**src/rtl/layer_sequencer_pkg.sv**
```systemverilog
// Shared definitions for the layer sequencer: controller state encoding,
// activation word width and width helpers used to size counters.
package layer_sequencer_pkg;

    localparam int WORD_W = 32;

    typedef enum logic [2:0] {
        ST_IDLE   = 3'd0,
        ST_ISSUE  = 3'd1,
        ST_WAIT   = 3'd2,
        ST_SETTLE = 3'd3,
        ST_DONE   = 3'd4
    } state_t;

    // Ceiling log2; clog2(0) and clog2(1) are 0.
    function automatic int clog2(input int v);
        int r;
        for (r = 0; (1 << r) < v; r++) begin
        end
        return r;
    endfunction

    // Width that can hold 0..v-1, never narrower than one bit.
    function automatic int width_of(input int v);
        return (clog2(v) < 1) ? 1 : clog2(v);
    endfunction

endpackage

```
**src/rtl/layer_sequencer_cycle_counter.sv**
```systemverilog
// cycle_counter: up-counter that clears to zero on clr, counts on en and
// flags when the count equals tc_val.
// Ports: clk, rst_n (async low), clr, en, tc_val[W] in; tc out.
module cycle_counter #(
    parameter int W = 4
) (
    input  logic         clk,
    input  logic         rst_n,
    input  logic         clr,
    input  logic         en,
    input  logic [W-1:0] tc_val,
    output logic         tc
);

    logic [W-1:0] count;

    always_ff @(posedge clk or negedge rst_n) begin
        if (!rst_n)
            count <= '0;
        else if (clr)
            count <= '0;
        else if (en)
            count <= count + 1'b1;
    end

    assign tc = (count == tc_val);

endmodule

```
**src/rtl/layer_sequencer.sv**
```systemverilog
// layer_sequencer: runs NUM_LAYERS fully connected layers through one shared
// neural-layer datapath. Latches in_vec, launches a datapath run per layer,
// waits for dp_done plus a settle window, captures dp_result into act_reg and
// feeds it back as the next layer input.
// Ports: clk, rst_n, start, abort, in_vec in; busy, done, error, result,
// layer_idx out; dp_start, dp_in out / dp_done, dp_result in (datapath side).
module layer_sequencer
    import layer_sequencer_pkg::*;
#(
    parameter int SIZE          = 4,
    parameter int NUM_LAYERS    = 3,
    parameter int SETTLE_CYCLES = 2,
    parameter int TIMEOUT       = 1024,
    localparam int LW           = width_of(NUM_LAYERS)
) (
    input  logic                         clk,
    input  logic                         rst_n,
    input  logic                         start,
    input  logic                         abort,
    input  logic [SIZE-1:0][WORD_W-1:0]  in_vec,
    output logic                         busy,
    output logic                         done,
    output logic                         error,
    output logic [SIZE-1:0][WORD_W-1:0]  result,
    output logic [LW-1:0]                layer_idx,
    output logic                         dp_start,
    output logic [SIZE-1:0][WORD_W-1:0]  dp_in,
    input  logic                         dp_done,
    input  logic [SIZE-1:0][WORD_W-1:0]  dp_result
);

    localparam int WW = width_of(TIMEOUT);
    localparam int SW = width_of(SETTLE_CYCLES);
    localparam logic [WW-1:0] WAIT_TC    = WW'(TIMEOUT - 1);
    localparam logic [SW-1:0] SETTLE_TC  = SW'(SETTLE_CYCLES - 1);
    localparam logic [LW-1:0] LAST_LAYER = LW'(NUM_LAYERS - 1);
    localparam bit            TO_EN      = (TIMEOUT != 0);

    state_t state, state_nx;
    logic [SIZE-1:0][WORD_W-1:0] act_reg;

    logic load_in, capture, step_layer, set_err;
    logic wait_clr, wait_en, wait_tc;
    logic settle_clr, settle_en, settle_tc;

    cycle_counter #(.W(WW)) wait_cnt (
        .clk(clk), .rst_n(rst_n), .clr(wait_clr), .en(wait_en),
        .tc_val(WAIT_TC), .tc(wait_tc)
    );

    cycle_counter #(.W(SW)) settle_cnt (
        .clk(clk), .rst_n(rst_n), .clr(settle_clr), .en(settle_en),
        .tc_val(SETTLE_TC), .tc(settle_tc)
    );

    always_ff @(posedge clk or negedge rst_n) begin
        if (!rst_n)
            state <= ST_IDLE;
        else
            state <= state_nx;
    end

    always_comb begin
        state_nx   = state;
        dp_start   = 1'b0;
        done       = 1'b0;
        load_in    = 1'b0;
        capture    = 1'b0;
        step_layer = 1'b0;
        set_err    = 1'b0;
        wait_clr   = 1'b0;
        wait_en    = 1'b0;
        settle_clr = 1'b0;
        settle_en  = 1'b0;
        case (state)
            ST_IDLE: begin
                if (start) begin
                    load_in  = 1'b1;
                    state_nx = ST_ISSUE;
                end
            end
            ST_ISSUE: begin
                // dp_done may still be high from the previous layer; ignore it here.
                dp_start = 1'b1;
                wait_clr = 1'b1;
                state_nx = ST_WAIT;
            end
            ST_WAIT: begin
                // dp_done outranks a timeout expiring in the same cycle.
                if (dp_done) begin
                    settle_clr = 1'b1;
                    state_nx   = ST_SETTLE;
                end else if (TO_EN && wait_tc) begin
                    set_err  = 1'b1;
                    state_nx = ST_IDLE;
                end else begin
                    wait_en = 1'b1;
                end
            end
            ST_SETTLE: begin
                if (settle_tc) begin
                    capture = 1'b1;
                    if (layer_idx == LAST_LAYER) begin
                        state_nx = ST_DONE;
                    end else begin
                        step_layer = 1'b1;
                        state_nx   = ST_ISSUE;
                    end
                end else begin
                    settle_en = 1'b1;
                end
            end
            ST_DONE: begin
                done     = 1'b1;
                state_nx = ST_IDLE;
            end
            default: state_nx = ST_IDLE;
        endcase
        // Abort freezes act_reg, error and layer_idx and drops any pulse.
        if (abort) begin
            state_nx   = ST_IDLE;
            dp_start   = 1'b0;
            done       = 1'b0;
            load_in    = 1'b0;
            capture    = 1'b0;
            step_layer = 1'b0;
            set_err    = 1'b0;
        end
    end

    always_ff @(posedge clk or negedge rst_n) begin
        if (!rst_n) begin
            act_reg   <= '0;
            layer_idx <= '0;
            error     <= 1'b0;
        end else begin
            if (load_in) begin
                act_reg   <= in_vec;
                layer_idx <= '0;
                error     <= 1'b0;
            end
            if (capture)
                act_reg <= dp_result;
            if (step_layer)
                layer_idx <= layer_idx + 1'b1;
            if (set_err)
                error <= 1'b1;
        end
    end

    assign busy   = (state != ST_IDLE);
    assign result = act_reg;
    assign dp_in  = act_reg;

endmodule

```
**config.mk**
```make
export PLATFORM = sky130hd
export DESIGN_NAME = layer_sequencer
export DESIGN_NICKNAME = d
export VERILOG_FILES = /design/src/rtl/layer_sequencer_pkg.sv /design/src/rtl/layer_sequencer_cycle_counter.sv /design/src/rtl/layer_sequencer.sv
export SDC_FILE = /design/constraint.sdc
export NUM_CORES = 1
export LEC_CHECK = 0
export ABC_AREA = 1
export BUFFER_PORTS_ARGS = -buffer_cell sky130_fd_sc_hd__buf_2
export CORE_AREA = 2 2 205 207
export CTS_CLUSTER_SIZE = 28
export DETAILED_ROUTE_END_ITERATION = 10
export DIE_AREA = 0 0 207 209
export SLEW_MARGIN = 20
export SYNTH_ARGS = -nofsm -noshare
export SYNTH_HDL_FRONTEND = slang
export SYNTH_HIERARCHICAL = 1
export SYNTH_SLANG_ARGS = --single-unit
```
**constraint.sdc**
```tcl
create_clock -name clk -period 2.4 [get_ports clk]
set_input_delay 0.12 -clock clk [delete_from_list [all_inputs] [get_ports clk]]
set_output_delay 0.12 -clock clk [all_outputs]
set_load 0.03 [all_outputs]
```
* Word-level counts from Yosys, hierarchy flattened
Cells that the tools add are included.
Storage, ports and cells: bits of input ports 261, logic and storage cells 71, register bits 145
Operators by class: equality and inequality tests 9, reduce and logical (&&, ||, !) cells 8, add/subtract/negate cells 3, multiplexer cells 42
Operator list (number):
- $mux 128 | 2
- $mux 1 | 29
- $mux 10 | 2
- $mux 3 | 6
- $pmux 3 s4 | 1
- $add 10x1->10 const B | 1
- $eq 10x10->1 const B | 1
- $reduce_bool 2->1 | 5
- $eq 3x2->1 const B | 2
- $mux 2 | 2
- $ne 4x3->1 const B | 1
- $eq 3x1->1 const B | 1
- $eq 3x3->1 const B | 1
- $logic_not 3->1 | 1
- $ne 3x2->1 const B | 1
- $ne 3x3->1 const B | 1
- $reduce_and 3->1 | 1
- $reduce_bool 3->1 | 1
- $add 2x1->2 const B | 1
- $eq 2x2->1 const B | 1
- $add 1x1->1 const B | 1

* Depth between registers and ports, before layout
Gate-level depths: netlist (run 1).
depth after elaboration 6, gate-level depth with buffers 14, depth with buffers taken out 14

* Modules after synthesis
The synthesis (run 1) kept the hierarchy.
Modules (own cells, without submodules):
- layer_sequencer | instances 1, cells each 881, area each 8020.2 um2
- cycle_counter (wait_cnt) | instances 1, cells each 101, area each 696.9 um2
- cycle_counter (settle_cnt) | instances 1, cells each 7, area each 52.6 um2

* Worst setup path before layout (run 1)
OpenSTA, ideal clock, no wires.
path type register -> register, from register wait_cnt.count[0], to register wait_cnt.count[4], path buffers 0, arrival time 1.810 ns, clock period less this slack 1.936 ns, slack 0.464 ns, cell stages (with the launch flop) 14, setup time 0.127 ns, cells stage by stage dfrtp_1 > inv_1 > nand2_1 > nand2_1 > a21oi_1 > nand3_1 > nor2_1 > or2_2 > nor2_1 > nor2_4 > inv_2 > nand2_1 > o21ai_1 > a21oi_1
Between the ends: longest elaborated chain between the ends 5, elaborated cells between the ends (all ways) 8, those cells by class add/sub: 1; eq/ne: 1; mux: 5; reduce/logical: 1
RTL lines:
- start, declared | line layer_sequencer_cycle_counter.sv:15 | logic [W-1:0] count;
- start signal, assigned | line layer_sequencer_cycle_counter.sv:23 | count <= count + 1'b1;
- $eq 10x10->1 | line layer_sequencer_cycle_counter.sv:26 | assign tc = (count == tc_val);
- named net wait_tc | line layer_sequencer.sv:43 | logic wait_clr, wait_en, wait_tc;
- $mux 1 | line layer_sequencer.sv:93 | end else if (TO_EN && wait_tc) begin
- $mux 1 | line layer_sequencer.sv:90 | if (dp_done) begin
- $mux 1 | line layer_sequencer.sv:75 | case (state)
- named net wait_en | line layer_sequencer.sv:43
- $reduce_bool 2->1 (no line)
The timed path passes the listed nets, and every way through them passes these cells. The select of a mux whose other input is x is not followed. A chain may end at the register's enable or synchronous reset.

* Worst setup path after layout (run 1)
from register state[2], to register act_reg (netlist bit dp_in[0])
Between the ends: longest elaborated chain between the ends 4, elaborated cells between the ends (all ways) 8, those cells by class eq/ne: 1; mux: 5; reduce/logical: 2
RTL lines:
- start, declared | line layer_sequencer.sv:39 | state_t state, state_nx;
- start signal, assigned | line layer_sequencer.sv:60 | state <= state_nx;
- $eq 3x2->1 / $logic_not 3->1 (equally long branches) | line layer_sequencer.sv:75
- $mux 1 | line layer_sequencer.sv:75
- $mux 1 | line layer_sequencer.sv:120 | if (abort) begin
- $mux 128 / $reduce_bool 2->1 (equally long branches)
- end signal, assigned | line layer_sequencer.sv:138 | act_reg <= in_vec;
- end signal, assigned | line layer_sequencer.sv:143 | act_reg <= dp_result;
- end, declared | line layer_sequencer.sv:40 | logic [SIZE-1:0][WORD_W-1:0] act_reg;
Several ways; a longest one is shown, not always the timed one.

==> results of run 1 <==
## sequential cells by signal, summed over array words and instances, names as in the netlist
register	flops
layer_idx	2
state	3
settle_cnt/count	1
error	1
wait_cnt/count	10
dp_in	128
## worst min-delay path: stages
cell,delay [ns]
buf_2,0.12
inv_1,0.05
nand3_1,0.07
nand2_1,0.09
nor3_1,0.05
## power breakdown
group	internal [W]	leakage (nW)	switching [W]	total, W
sequential	0.00352	1.82	0.00108	0.00460
combinational	0.00405	5.53	0.00699	0.0110
clock	0.00197	0.325	0.00118	0.00314
## kinds of logic after synthesis
| logic type | count (synthesis) | share of synthesized area |
|---|---|---|
| AND/OR/NAND/NOR | 606 | 0.392 |
| buffers and inverters | 214 | 0.175 |
| flip-flops | 145 | 0.414 |
| AO/OA/AOI/OAI | 12 | 0.00685 |
| XOR/XNOR | 9 | 0.00899 |
| adder cells (fa/ha/maj) | 2 | 0.00285 |
| other | 1 | 0.000428 |
## per-layer routing
| layer | vias to the layer above | wire (um) | global-route usage |
|---|---|---|---|
| li1 | 4381 | - | - |
| met3 | 67 | 2120 | 0.0374 |
| met2 | 453 | 16200 | 0.260 |
| met4 | 0 | 1460 | 0.0845 |
| met1 | 4455 | 12200 | 0.154 |
| met5 | - | 0 | 0 |
## per-stage QoR
| stage | setup slack, ns | std cells | util | instance area [um^2] | total power [W] |
|---|---|---|---|---|---|
| 4_1_cts | 0.0370 | 2195 | 0.346 | 14300 | 0.0187 |
| 5_1_grt | 0.0207 | 2195 | 0.346 | 14300 | 0.0197 |
| 3_3_place_gp | 0.515 | 1904 | 0.267 | 11000 | 0.0137 |
| 2_1_floorplan | 0.464 | 1001 | - | 8810 | 0.0120 |
| 6_report | 0.148 | 2195 | 0.346 | 14300 | 0.0188 |
| 3_5_place_dp | 0.478 | 1904 | 0.267 | 11000 | 0.0138 |
## synth_stat cells
| library cell | count | area, um^2 |
|---|---|---|
| buf_6 | 1 | 11.3 |
| nor2_4 | 3 | 33.8 |
| xor2_1 | 4 | 35.0 |
| nand4_2 | 1 | 12.5 |
| ha_1 | 2 | 25.0 |
| nand2_1 | 195 | 732 |
| dfrtp_1 | 145 | 3630 |
| xnor2_1 | 5 | 43.8 |
| buf_2 | 36 | 180 |
| nand3_2 | 102 | 1020 |
| or2_2 | 1 | 6.26 |
| nand2_2 | 101 | 632 |
| a21oi_1 | 5 | 25.0 |
| nor2_1 | 21 | 78.8 |
| nand4_1 | 5 | 31.3 |
| nand3_1 | 172 | 861 |
| nor2_2 | 2 | 12.5 |
| clkinv_2 | 1 | 5.00 |
| buf_4 | 132 | 991 |
| inv_1 | 25 | 93.8 |
| nor4_1 | 1 | 6.26 |
| o21ai_1 | 4 | 20.0 |
| o21ai_0 | 3 | 15.0 |
| nor3_2 | 1 | 10.0 |
| nor3_1 | 1 | 5.00 |
| buf_12 | 11 | 220 |
| conb_1 | 1 | 3.75 |
| clkbuf_1 | 4 | 15.0 |
| inv_2 | 4 | 15.0 |
## area by class of cell
cell class	count	share of cell area
Clock buffer	17	0.0298
Sequential cell	145	0.254
Clock inverter	15	0.0177
Timing Repair Buffer	807	0.385
Tap cell	539	0.0472
Inverter	30	0.00911
Multi-Input combinational cell	642	0.257
## how the worst max path moves through the flow
stage / startpoint / endpoint / cells past startpoint
after floorplan: wait_cnt/count[0]$_DFFE_PN0P_ / wait_cnt/count[4]$_DFFE_PN0P_ / 13
after global placement: wait_cnt/count[0]$_DFFE_PN0P_ / wait_cnt/count[6]$_DFFE_PN0P_ / 14
after detailed placement: wait_cnt/count[0]$_DFFE_PN0P_ / wait_cnt/count[4]$_DFFE_PN0P_ / 13
after CTS: state[1]$_DFFE_PN0P_ / dp_in[101]$_DFFE_PN0P_ / 8
after global routing: state[2]$_DFFE_PN0P_ / dp_in[85]$_DFFE_PN0P_ / 7
final: state[2]$_DFFE_PN0P_ / dp_in[0]$_DFFE_PN0P_ / 6
## timing repair
action	in CTS	in global routing
resized for setup	0	3
setup endpoints to repair	0	119
hold buffers	259	0
hold endpoints to repair	183	0
==> impl_metrics.py, run 1 <==
metrics = {
    "status": {
        "outcome": "finished, final reports clean",
    },
    "critical_path": {
        "rr_startpoint": "state[2]$_DFFE_PN0P_",
        "crit_buf_inv": 3,
        "cp.arrival_ns": 2.64,
        "startpoint_type": "flip-flop",
        "r2r_slack_ns": 0.15,
        "cp-end-kind": "flip-flop",
        "rr_endpoint": "dp_in[0]$_DFFE_PN0P_",
        "cp.required_ns": 2.78,
        "reg2reg_depth": 6,
        "cp_cell_sequence": "inv_1, nand4_4, buf_12, nand3_1, nand3_2, dlygate4sd3_1",
        "path_class": "reg2reg",
        "slowest_delay_ns": 0.55,
        "slowest_stage": "dlygate4sd3_1",
        "cp_max_fo": 131,
        "crit_family": "buffers and inverters",
    },
    "clocking": {
        "h-tree-depth": 4,
        "cts.path.max_buffers": 2,
        "cts_tree": "done",
        "cts-root-buf": "clkbuf_16",
        "cts.clk_slew.worst_paths_ns": 0.07,
        "cts_setup_buffers": 0,
        "clkLatencyLatePin_ns": 0.44,
        "cts_buffers": 17,
        "clkSinkCount": 145,
    },
    "final_layout": {
        "seq_area_um2": 3630,
        "num-fill-cells": 4173,
        "final_cell_mix": "buf_2, dlygate4sd3_1, nand2_1",
        "antenna_cells": 0,
        "multi_input_area_um2": 3670,
        "syn_to_final_growth_pct": 62.9,
        "final_common_cell": "buf_2",
        "layout.nets": 1906,
        "drive_above_1_share": 0.481,
    },
    "worst_hold_path": {
        "hold_depth": 5,
        "min_from": "start",
        "hp-class": "in2reg",
        "min_to": "state[2]$_DFFE_PN0P_",
    },
    "synthesis": {
        "netlist_area_um2": 8770,
        "synthCells": 989,
        "yosys.cell_types.count": 29,
        "synth_seq_area_share": 0.414,
        "ys_warn_count": 6,
        "ys_ff_latch": 145,
        "syn_avg_cell_area_um2": 8.87,
    },
    "die": {
        "core_area_um2": 41300,
        "fp.dieW_um": 207,
        "dieArea_um2": 43300,
        "die_h_um": 209,
        "fp-row-count": 75,
        "ios": 523,
        "start_util": 0.212,
    },
    "global_routing": {
        "gr-total-overflow": 0,
        "grt_max_degree": 132,
        "grt_pass1_vias": 9686,
        "grt_pass1_wl_mm": 50.0,
        "gr-usage-all-layers": 0.145,
        "antenna_found_initial": 0,
    },
    "sta": {
        "finalClockSkew_ns": 0.0108,
        "drv_slew": 0,
        "fin_crit_ns": 2.25,
        "rsz0062_at_grt": "false",
        "final-setup-viol-count": 0,
        "fin_crit_sh": 0.938,
        "hold_ws_ns": 0.0893,
        "slew_headroom": 0.563,
        "hold_viol_final": 0,
        "worst_slew_pin_slew_ns": 0.655,
        "tns_ns": 0,
        "timing.fmax_ghz": 0.444,
    },
    "detailed_routing": {
        "via_per_inst": 4.26,
        "firstDrtPassIters": 7,
        "remaining_drc_errors": 0,
        "vias": 9356,
        "drtIter0Drc": 558,
        "routedWlPerCell_um": 14.6,
        "drt-total-wl_mm": 32.0,
        "ant_nets": 0,
    },
    "place": {
        "port_buffers": 522,
        "gp_congestion": 0.851,
        "hpwl_mm": 21.3,
    },
    "power": {
        "powerDensity_nw_per_um2": 1310,
        "leakagePower_nw": 7.68,
        "vdd_ir_drop_max_mv": 0.685,
    },
    "flow_run": {
        "drv_cap": 0,
    },
}
No activity file was read; power rests on OpenSTA's default activity.
==> inputs of run 2 (changes only) <==
--- a/config.mk
+++ b/config.mk
@@ -11,6 +11,7 @@
 export CTS_CLUSTER_SIZE = 28
 export DETAILED_ROUTE_END_ITERATION = 10
 export DIE_AREA = 0 0 207 209
+export PLACE_DENSITY = 0.44
 export SLEW_MARGIN = 20
 export SYNTH_ARGS = -nofsm -noshare
 export SYNTH_HDL_FRONTEND = slang
==> run 2 against run 1 <==
  * Global-route usage increased by 0.26 points
  * Cell count down 0.59%
  * Combinational power about the same
  * Critical path depth stayed put
  * Worst hold slack improved by 0.036 ns
  * Wire length up 1.4%
==> impl_metrics.py, run 2 (synthesis results as in run 1) <==
metrics = {
    "status": {
        "outcome": "finished, final reports clean",
    },
    "sta": {
        "timing.fmax_ghz": 0.417,
        "final-setup-viol-count": 0,
        "finalClockSkew_ns": 0.00949,
        "rsz0062_at_grt": "false",
        "fin_crit_ns": 2.40,
        "slew_headroom": 0.418,
        "tns_ns": 0,
        "hold_viol_final": 0,
        "fin_crit_sh": 1.00,
        "drv_slew": 0,
        "hold_ws_ns": 0.125,
        "worst_slew_pin_slew_ns": 0.872,
    },
    "global_routing": {
        "grt_pass1_vias": 9449,
        "gr-usage-all-layers": 0.148,
        "gr-total-overflow": 0,
        "grt_pass1_wl_mm": 50.8,
        "antenna_found_initial": 1,
        "grt_max_degree": 132,
    },
    "final_layout": {
        "largest_register_ffs": 128,
        "final_cell_mix": "buf_2, dlygate4sd3_1, nand2_1",
        "layout.nets": 1892,
        "drive_above_1_share": 0.476,
        "finalInstanceArea_um2": 14100,
        "num-fill-cells": 4336,
        "final_common_cell": "buf_2",
        "syn_to_final_growth_pct": 61.1,
        "seq_area_um2": 3630,
        "final_core_util": 0.342,
        "multi_input_area_um2": 3670,
        "final_cells": 2182,
    },
    "clocking": {
        "cts.clk_slew.worst_paths_ns": 0.06,
        "cts_tree": "done",
        "cts.path.max_buffers": 2,
        "cts_buffers": 17,
        "cts_setup_buffers": 0,
        "cts-root-buf": "clkbuf_16",
        "clkLatencyLatePin_ns": 0.44,
        "h-tree-depth": 4,
        "clkSinkCount": 145,
    },
    "critical_path": {
        "crit_family": "buffers and inverters",
        "cp.required_ns": 2.72,
        "slowest_delay_ns": 0.56,
        "cp_max_fo": 131,
        "cp_cell_sequence": "nor2_2, nand4_4, buf_12, nand3_1, nand3_2, dlygate4sd3_1",
        "startpoint_type": "flip-flop",
        "cp.arrival_ns": 2.72,
        "path_class": "reg2reg",
        "crit_buf_inv": 2,
        "slowest_stage": "dlygate4sd3_1",
        "cp-end-kind": "flip-flop",
    },
    "power": {
        "p_int_w": 0.00921,
        "switchingPower_w": 0.00912,
        "leakagePower_nw": 7.57,
        "combPwrFrac": 0.594,
        "vdd_ir_drop_max_mv": 0.718,
        "seq_power_share": 0.250,
        "powerDensity_nw_per_um2": 1300,
        "clockPowerShare": 0.156,
        "switching_share": 0.497,
    },
    "detailed_routing": {
        "firstDrtPassIters": 4,
        "routedWlPerCell_um": 14.9,
        "via_per_inst": 4.18,
        "remaining_drc_errors": 0,
        "drt-total-wl_mm": 32.4,
        "dr_wl_met3_mm": 1.64,
        "drtIter0Drc": 410,
        "ant_nets": 0,
        "top_layer": "met4",
        "vias": 9125,
        "route.met2.wl_mm": 16.8,
        "wl_met1_mm": 13.2,
    },
    "die": {
        "die_h_um": 209,
        "fp.dieW_um": 207,
        "dieArea_um2": 43300,
        "fp-row-count": 75,
        "start_util": 0.212,
        "core_area_um2": 41300,
        "ios": 523,
    },
    "place": {
        "gp_congestion": 0.768,
        "port_buffers": 522,
        "hpwl_mm": 21.3,
        "dp.cells": 1890,
        "placed_cell_area_um2": 10900,
    },
    "flow_run": {
        "drv_cap": 0,
    },
    "worst_hold_path": {
        "hp-class": "in2reg",
    },
}
## run 2: cell types whose count changed in the layout (fill, tap and decap cells not counted)
cell	change
clkinvlp_4	+1
bufinv_16	-4
clkbuf_8	+5
inv_6	-4
buf_6	+1
clkinv_4	+1
inv_4	+1
buf_4	-15
diode_2	+1
## run 2: what timing repair did
action | 4_1_cts | 5_1_grt
hold buffers | 259 | 0
hold endpoints to repair | 220 | 0
resized for setup | 0 | 3
setup endpoints to repair | 0 | 61
## run 2: layout make-up
cell class / count / area share
timing repair buffer: 793 / 0.383
multi-input combinational: 642 / 0.260
clock buffer: 22 / 0.0350
clock inverter: 10 / 0.00868
inverter: 30 / 0.00903
antenna: 1 / 0.000177
sequential: 145 / 0.257
tap: 539 / 0.0477
## run 2: power groups by stage
stage / Combinational [W] / Clock [W] / Sequential, W
finish: 0.0109 / 0.00286 / 0.00459
global route: 0.0115 / 0.00306 / 0.00473
global placement: 0.00915 / 0 / 0.00459
detailed placement: 0.00912 / 0 / 0.00459
CTS: 0.0109 / 0.00297 / 0.00459
floorplan: 0.00566 / 0 / 0.00636
## run 2: stage by stage
step                      setup WS (ns)  power [W]
final                          0.000448     0.0183
after global routing             0.0107     0.0193
after CTS                        0.0702     0.0184
after detailed placement          0.496     0.0137
after global placement            0.536     0.0137
after floorplan                   0.464     0.0120
## run 2: worst paths after layout
check / start / endpoint / slack (ns) / cells after the start
hold / removal: start / state[2]$_DFFE_PN0P_ / 0.12 / 5
setup reg to reg: state[1]$_DFFE_PN0P_ / dp_in[116]$_DFFE_PN0P_ / 0.0004 / 6
min in group asynchronous: rst_n / dp_in[127]$_DFFE_PN0P_ / 0.16 / 2
hold reg to reg: error$_DFFE_PN0P_ / error$_DFFE_PN0P_ / 0.51 / 2
setup / recovery: state[1]$_DFFE_PN0P_ / dp_in[116]$_DFFE_PN0P_ / 0.0004 / 6
max in group asynchronous: rst_n / dp_in[90]$_DFFE_PN0P_ / 1.51 / 3
## run 2: layer usage
layer | up-vias | GRT usage
met3 | 35 | 0.0283
met4 | 0 | 0.0603
met2 | 364 | 0.264
met5 | - | 0
met1 | 4375 | 0.173
li1 | 4351 | -
## run 2: tightest hold or removal path: cells and delay by family
family,cells,cell delay (ns)
buffers and inverters,2,0.18
AND/OR/NAND/NOR,3,0.23
==> inputs of run 3 (changes only) <==
==> constraint.sdc (replaced) <==
create_clock -name clk -period 2.6 [get_ports clk]
set_input_delay 0.13 -clock clk [delete_from_list [all_inputs] [get_ports clk]]
set_output_delay 0.13 -clock clk [all_outputs]
set_load 0.03 [all_outputs]
==> run 3 against run 2 <==
  * Design area increased by 0.12%
  * Via count grew 0.34%
  * Sequential power shrank 7.6%
  * Flip-flop and latch count is the same
  * Wire length increased by 4.9%
  * Clock power shrank 8.4%
  * Critical endpoint is now dp_in[9]$_DFFE_PN0P_
  * Utilization hardly changed
==> impl_metrics.py, run 3 (synthesis results as in run 1) <==
metrics = {
    "place": {
        "port_buffers": 522,
        "hpwl_mm": 21.6,
        "gp_congestion": 0.797,
        "dp.cells": 1888,
    },
    "sta": {
        "finalClockSkew_ns": 0.00893,
        "rsz0062_at_grt": "false",
        "hold_viol_final": 0,
        "final-setup-viol-count": 0,
        "slew_headroom": 0.603,
        "fin_crit_ns": 2.27,
        "tns_ns": 0,
        "timing.fmax_ghz": 0.440,
        "hold_ws_ns": 0.139,
        "fin_crit_sh": 0.874,
        "drv_slew": 0,
        "worst_slew_pin_slew_ns": 0.595,
    },
    "die": {
        "dieArea_um2": 43300,
        "core_area_um2": 41300,
        "ios": 523,
        "die_h_um": 209,
        "fp.dieW_um": 207,
        "start_util": 0.212,
        "fp-row-count": 75,
    },
    "critical_path": {
        "cp-end-kind": "flip-flop",
        "cp_cell_sequence": "nor2_2, nand4_4, inv_4, clkbuf_16, nand2_1, nand3_2, dlygate4sd3_1",
        "slowest_stage": "dlygate4sd3_1",
        "cp.arrival_ns": 2.64,
        "slowest_delay_ns": 0.56,
        "path_class": "reg2reg",
        "cp_max_fo": 64,
        "cp.required_ns": 2.97,
        "startpoint_type": "flip-flop",
    },
    "detailed_routing": {
        "ant_nets": 0,
        "vias": 9156,
        "drtIter0Drc": 376,
        "remaining_drc_errors": 0,
        "routedWlPerCell_um": 15.6,
        "drt-total-wl_mm": 34.0,
        "firstDrtPassIters": 4,
        "via_per_inst": 4.19,
    },
    "power": {
        "powerDensity_nw_per_um2": 1190,
        "leakagePower_nw": 7.57,
        "vdd_ir_drop_max_mv": 0.616,
    },
    "status": {
        "outcome": "finished, final reports clean",
    },
    "global_routing": {
        "antenna_found_initial": 1,
        "grt_pass1_vias": 9606,
        "gr-total-overflow": 0,
        "grt_pass1_wl_mm": 51.6,
        "gr-usage-all-layers": 0.150,
        "grt_max_degree": 129,
    },
    "final_layout": {
        "syn_to_final_growth_pct": 61.3,
        "largest_register_ffs": 128,
        "layout.nets": 1894,
        "num-fill-cells": 4319,
        "drive_above_1_share": 0.474,
        "final_cell_mix": "buf_2, dlygate4sd3_1, nand2_1",
        "final_cells": 2183,
        "final_common_cell": "buf_2",
    },
    "clocking": {
        "clkSinkCount": 145,
        "cts_tree": "done",
        "cts-root-buf": "clkbuf_16",
        "cts.clk_slew.worst_paths_ns": 0.07,
        "h-tree-depth": 4,
        "cts.path.max_buffers": 2,
        "clkLatencyLatePin_ns": 0.44,
        "cts_buffers": 17,
    },
    "worst_hold_path": {
        "hp-class": "in2async",
    },
    "flow_run": {
        "drv_cap": 0,
    },
}
[run 3: cell count changes in the layout (fill, tap and decap cells not counted)]
cell        previous run  this run
buf_4                  3         6
inv_6                  2         1
buf_12                 8         4
bufinv_16              2         3
buf_16                 0         2
clkbuf_8               5         2
clkbuf_16             17        19
clkinvlp_4             3         1
buf_6                  2         1
clkbuf_1               0         4
[run 3: what timing repair did]
item                                    4_1_cts  5_1_grt
resized for setup                             0        4
buffers inserted                              0        2
endpoints found under the setup margin        0      106
hold buffers                                259        0
hold endpoints to repair                    231        0
[run 3: layer usage]
metal / GRT usage / vias to the layer above / share of wire
li1: - / 4363 / -
met1: 0.174 / 4392 / 0.41
met2: 0.273 / 371 / 0.52
met3: 0.0334 / 30 / 0.052
met4: 0.0490 / 0 / 0.019
met5: 0 / - / 0
[run 3: path summary, 6_finish.rpt]
path,from,endpoint,slack (ns),depth (start not counted)
hold reg to reg,error$_DFFE_PN0P_,error$_DFFE_PN0P_,0.51,2
hold / removal,rst_n,dp_in[104]$_DFFE_PN0P_,0.14,2
min in group clk,start,state[2]$_DFFE_PN0P_,0.16,5
setup / recovery,state[1]$_DFFE_PN0P_,dp_in[9]$_DFFE_PN0P_,0.33,7
setup reg to reg,state[1]$_DFFE_PN0P_,dp_in[9]$_DFFE_PN0P_,0.33,7
max in group asynchronous,rst_n,dp_in[91]$_DFFE_PN0P_,1.69,3
[run 3: through the flow]
| step | total power [W] | setup WS (ns) | util | cell area [um^2] |
|---|---|---|---|---|
| 6_report | 0.0168 | 0.329 | 0.343 | 14100 |
| 5_1_grt | 0.0177 | 0.170 | 0.343 | 14100 |
| 4_1_cts | 0.0168 | 0.0119 | 0.340 | 14100 |
| 3_5_place_dp | 0.0127 | 0.552 | 0.263 | 10900 |
| 3_3_place_gp | 0.0127 | 0.560 | 0.263 | 10900 |
| 2_1_floorplan | 0.0111 | 0.664 | - | 8810 |
[run 3: critical path: cells and delay by family, from the launching register on]
family                 cells  cell delay (ns)
buffers and inverters      3             1.03
flip-flops                 1             0.44
AND/OR/NAND/NOR            4             0.66
[run 3: cell type report]
class | instances | area (um^2) | share of cell area
Inverter | 30 | 128 | 0.00902
Antenna cell | 1 | 2.50 | 0.000177
Sequential cell | 145 | 3630 | 0.257
Clock inverter | 8 | 129 | 0.00911
Timing Repair Buffer | 795 | 5440 | 0.385
Clock buffer | 23 | 468 | 0.0331
Tap cell | 539 | 674 | 0.0477
Multi-Input combinational cell | 642 | 3670 | 0.260
[run 3: report_power, final]
part / internal, W / switching (W)
Combinational: 0.00354 / 0.00638
Clock: 0.00156 / 0.00105
Sequential: 0.00325 / 0.000998
